`src/rtl/mem_access_ctrl.sv`:
```
// rtl/mem_access_ctrl.sv - MAR/MDR memory access stage sequencing single-word RAM reads/writes
module mem_access_ctrl #(
    parameter int DATA_W = 32,
    parameter int ADDR_W = 9,
    parameter int DEPTH  = 512
) (
    input  logic              clk,
    input  logic              clr_n,
    input  logic [DATA_W-1:0] bus_in,
    input  logic              mar_in,
    input  logic              mdr_in,
    input  logic              read,
    input  logic              write,
    output logic [DATA_W-1:0] mar_q,
    output logic [DATA_W-1:0] mdr_q,
    output logic              busy,
    output logic              done,
    output logic              addr_err,
    output logic [31:0]       ram_addr,
    output logic              ram_read,
    output logic              ram_write,
    output logic [DATA_W-1:0] ram_mdatain,
    input  logic [DATA_W-1:0] ram_q
);

    typedef enum logic [2:0] {
        IDLE     = 3'd0,
        RD_ISSUE = 3'd1,
        RD_CAPT  = 3'd2,
        WR_ISSUE = 3'd3,
        DONE     = 3'd4
    } state_t;

    state_t state;

    // Range check must see the MAR value as it will be after this edge.
    logic [DATA_W-1:0] mar_next;
    logic              out_of_range;

    assign mar_next     = mar_in ? bus_in : mar_q;
    assign out_of_range = (mar_next >= DATA_W'(DEPTH));

    assign ram_addr    = {{(32-ADDR_W){1'b0}}, mar_q[ADDR_W-1:0]};
    assign ram_mdatain = mdr_q;

    always_ff @(posedge clk or negedge clr_n) begin
        if (!clr_n) begin
            state     <= IDLE;
            mar_q     <= '0;
            mdr_q     <= '0;
            busy      <= 1'b0;
            done      <= 1'b0;
            addr_err  <= 1'b0;
            ram_read  <= 1'b0;
            ram_write <= 1'b0;
        end else begin
            done      <= 1'b0;
            addr_err  <= 1'b0;
            ram_read  <= 1'b0;
            ram_write <= 1'b0;
            case (state)
                IDLE: begin
                    if (mar_in) mar_q <= bus_in;
                    if (mdr_in) mdr_q <= bus_in;
                    if (read || write) begin
                        busy <= 1'b1;
                        if (out_of_range) begin
                            state    <= DONE;
                            done     <= 1'b1;
                            addr_err <= 1'b1;
                        end else if (write) begin
                            state     <= WR_ISSUE;
                            ram_write <= 1'b1;
                        end else begin
                            state    <= RD_ISSUE;
                            ram_read <= 1'b1;
                        end
                    end
                end
                RD_ISSUE: state <= RD_CAPT;
                RD_CAPT: begin
                    // RAM read port is registered: data arrives one cycle after the strobe.
                    mdr_q <= ram_q;
                    state <= DONE;
                    done  <= 1'b1;
                end
                WR_ISSUE: begin
                    state <= DONE;
                    done  <= 1'b1;
                end
                DONE: begin
                    state <= IDLE;
                    busy  <= 1'b0;
                end
                default: begin
                    state <= IDLE;
                    busy  <= 1'b0;
                end
            endcase
        end
    end

endmodule

```
`config.mk`:
```
export PLATFORM = sky130hd
export DESIGN_NAME = mem_access_ctrl
export DESIGN_NICKNAME = d
export VERILOG_FILES = /design/src/rtl/mem_access_ctrl.sv
export SDC_FILE = /design/constraint.sdc
export NUM_CORES = 1
export LEC_CHECK = 0
export BUFFER_PORTS_ARGS = -buffer_cell sky130_fd_sc_hd__buf_2
export CORE_ASPECT_RATIO = 0.75
export CORE_UTILIZATION = 44
export CTS_CLUSTER_DIAMETER = 50
export CTS_CLUSTER_SIZE = 25
export DETAILED_ROUTE_END_ITERATION = 6
export GPL_TIMING_DRIVEN = 0
export PLACE_DENSITY_LB_ADDON = 0.08
export SYNTH_ARGS = -nofsm -noshare
export SYNTH_HDL_FRONTEND = slang
export SYNTH_SLANG_ARGS = --single-unit
```
`constraint.sdc`:
```
create_clock -name clk -period 2.6 [get_ports clk]
set_clock_uncertainty 0.15 [all_clocks]
set_input_delay 0.78 -clock clk [delete_from_list [all_inputs] [get_ports clk]]
set_output_delay 0.78 -clock clk [all_outputs]
set_load 0.03 [all_outputs]
```
==> implementation parameters <==
Parameter                              Value

GRT
  All-Layer GR Usage    21.4%
  Grt ovf    0
  Pin count of the biggest net entering global routing    72
  Initial antenna violation count    0
  Number of global-route vias before repair    2713
  Global-route wire length before repair    13.8 mm

Power
  Largest vdd supply drop    426 µV
  Ratio of total power to cell area    798 mW/mm²
  Leak Pwr    2.52 nW

Synth
  Share of flip-flops with an asynchronous set or reset    100%
  Compound-Gate Fraction of Synth Area    7.05%
  Number of distinct standard cells referenced by the synthesized netlist    30
  Xor/xnor share of the synthesized area    0%
  Top cells by area, synth    dfrtp_1 (51%), buf_4 (14%), mux2_2 (9.2%), mux2i_1 (8.4%), o21ai_0 (3.5%)
  Portion of netlist area occupied by mux cells    18.5%
  Synthesized-area fraction occupied by adder cells    0%
  Seq/Total Area, Yosys    50.5%
  Warning count from the yosys run    0
  Post-synthesis area per instance    11.2 µm²
  Simple-gate area share of the yosys netlist    8.28%
  Number of storage elements in the synthesis netlist    72
  Cell with the most instances after synthesis    dfrtp_1
  EDFF count, synth    0
  Share of the synthesized area in the top cell type    50.5%
  Synthesized netlist cell count    318
  Largest family of logic cells by synthesized area    multiplexers
  Top cell type by total area after synthesis    dfrtp_1
  Ranking of synthesized cells by instance count    dfrtp_1 (72), buf_4 (67), nand2_1 (32), mux2i_1 (30), mux2_2 (29)
  Syn Std Cell Area    0.00357 mm²
  Main flop type after synthesis    dfrtp_1

Floorplan
  Die footprint    0.00847 mm²
  Die boundary width    106 µm
  Number of rows in the core area    28
  I/O pin count    203
  Height of the chip    80.0 µm
  Initial core utilization    45.2%
  Core area    0.00788 mm²

Setup path
  Worst Path Max Fanout    10
  R2r endpoint    mar_q[26]
  Register-to-register setup slack    0.35 ns
  Path type of the worst setup path    register to register
  Reg2reg start    state[2]
  Number of cells on the worst reg-to-reg path    6
  Data arrival time of the worst path    2.32 ns
  Worst setup EP type    register
  Worst setup SP type    register
  First element of the critical path    state[2]
  Data required, critical path    2.67 ns
  End of the critical path    mar_q[26]

Place
  Number of port buffers    179
  Final HPWL DP    6.74 mm
  Placement Setup Slack    0.121 ns
  Placer Congestion    0.806

Timing
  Max-slew headroom    62.5%
  Final Cycle Share    86.5%
  Final hold violations    0
  Number of max-slew violations in the final report    0
  Final setup violation count    0
  Crit path time final    2.25 ns
  Sum of negative setup slack    0 ns
  Unrepaired setup endpoints after global routing    no
  Maximum clock rate    445 MHz
  Slew at the pin closest to its max-slew limit    0.558 ns
  Slack of the critical path    0.351 ns

Detailed routing
  First-pass iteration count of the detailed router    4
  Post-DR vias/cell    4.62
  Total Routed Length    8.74 mm
  Drc violations    0
  Antenna viol nets, final    0
  Average detailed-routed wire length per instance    13.7 µm
  Count of vias placed by the detailed router    2959
  Initial DRC count    76

Clock tree
  Number of buffers added to fix hold violations after cts    0
  Total clock buffers created by CTS    9
  CTS H-tree lvls    3
  Clock-pin slew of the registers on the worst-case setup and hold paths    0.07 ns
  CTS-repair resized insts    0
  Post-CTS setup buffer count    0
  CTS max path bufs    2
  Clock latency on the worst-skew pair    0.33 ns
  CTS tree    yes
  Sink Count    72
  Clk Tree Root Cell    clkbuf_8

Outcome
  Result of the run    complete, no violations

Cells and area
  Growth of design area from synthesis to finish    37.2%
  Net count, final    601
  Antenna diode count    0
  Total of fill cells in the finished design    704
  Share of layout cells above drive strength 1    55.0%

Min path
  Class of the tightest hold or removal check    primary input to async pin

Job
  Max capacitance violation total    0
logic make-up after synthesis:
kind of cell	after synthesis
flip-flops	72
AO/OA/AOI/OAI	43
other	1
buffers and inverters	79
AND/OR/NAND/NOR	61
multiplexers	62
worst max-delay path: stages, from the launching register on:
cell      delay, ns
dfrtp_1        0.36
clkbuf_1       0.17
nor3_1         0.52
and2_1         0.20
buf_2          0.16
buf_4          0.22
mux2_2         0.36
metrics by stage:
stage / area [µm²] / utilization [%] / hold WS (ns) / power [W] / instances
detailed placement: 4710 / 59.7 / 0.342 / 0.00308 / 625
CTS: 4890 / 62.1 / 0.0547 / 0.00395 / 640
floorplan: 3650 / - / 0.334 / 0.00259 / 340
finish: 4890 / 62.1 / 0.0749 / 0.00390 / 640
global route: 4890 / 62.1 / 0.0400 / 0.00411 / 640
global placement: 4680 / 59.3 / 0.336 / 0.00305 / 624
registers in the layout (all words and copies together) (netlist names):
name and cells:
ram_read 1, done 1, busy 1, mdr_q 32, state 3, mar_q 32, ram_write 1, addr_err 1
metal layers:
metal / routed length, µm / up-vias / track usage, %
li1: - / 1441 / -
met1: 4010 / 1399 / 28.5
met2: 4070 / 112 / 34.2
met3: 602 / 7 / 7.18
met4: 53 / 0 / 4.31
met5: 0 / - / 0
layout make-up:
class                   count  area (µm²)  share of cell area, %
flip-flops and latches     72        1800                   36.8
multi-input cells         189        1290                   26.4
repair buffers            180         926                   18.9
plain buffers              78         549                   11.2
clock buffers              12         145                   2.97
well taps                 105         131                   2.68
clock inverters             3        42.5                  0.869
inverters                   1        3.75                 0.0767
power breakdown:
| part | switching (W) | total, W | internal, W |
|---|---|---|---|
| logic | 0.00102 | 0.00158 | 0.000561 |
| clock network | 0.000391 | 0.000854 | 0.000464 |
| registers | 0.000151 | 0.00147 | 0.00132 |
| total | 0.00156 | 0.00390 | 0.00234 |
how the worst min path moves through the flow:
stage          cells after the start  slack (ns)   endpoint
5_1_grt                            1        0.04  mdr_q[16]
4_1_cts                            1        0.05  mdr_q[16]
3_3_place_gp                       2        0.34  mdr_q[22]
3_5_place_dp                       2        0.34       busy
2_1_floorplan                      0        0.33   addr_err
6_report                           1        0.07  mdr_q[16]
cell usage in the layout, fill, tap and decap left out, types with 2 or more instances in the layout:
cell	synthesis	layout
mux2i_1	30	30
nor3_1	3	3
nand3_1	3	3
mux2_2	29	29
a21oi_1	2	2
dfrtp_1	72	72
conb_1	1	23
mux2_1	3	3
nor4_1	9	9
o21ai_1	7	7
o22ai_1	6	6
buf_4	67	68
nand2_1	32	32
o21ai_0	25	25
buf_2	4	182
nor2_1	5	5
clkbuf_1	7	9
clkbuf_8	0	10
Power figures use the tool's default switching activity.
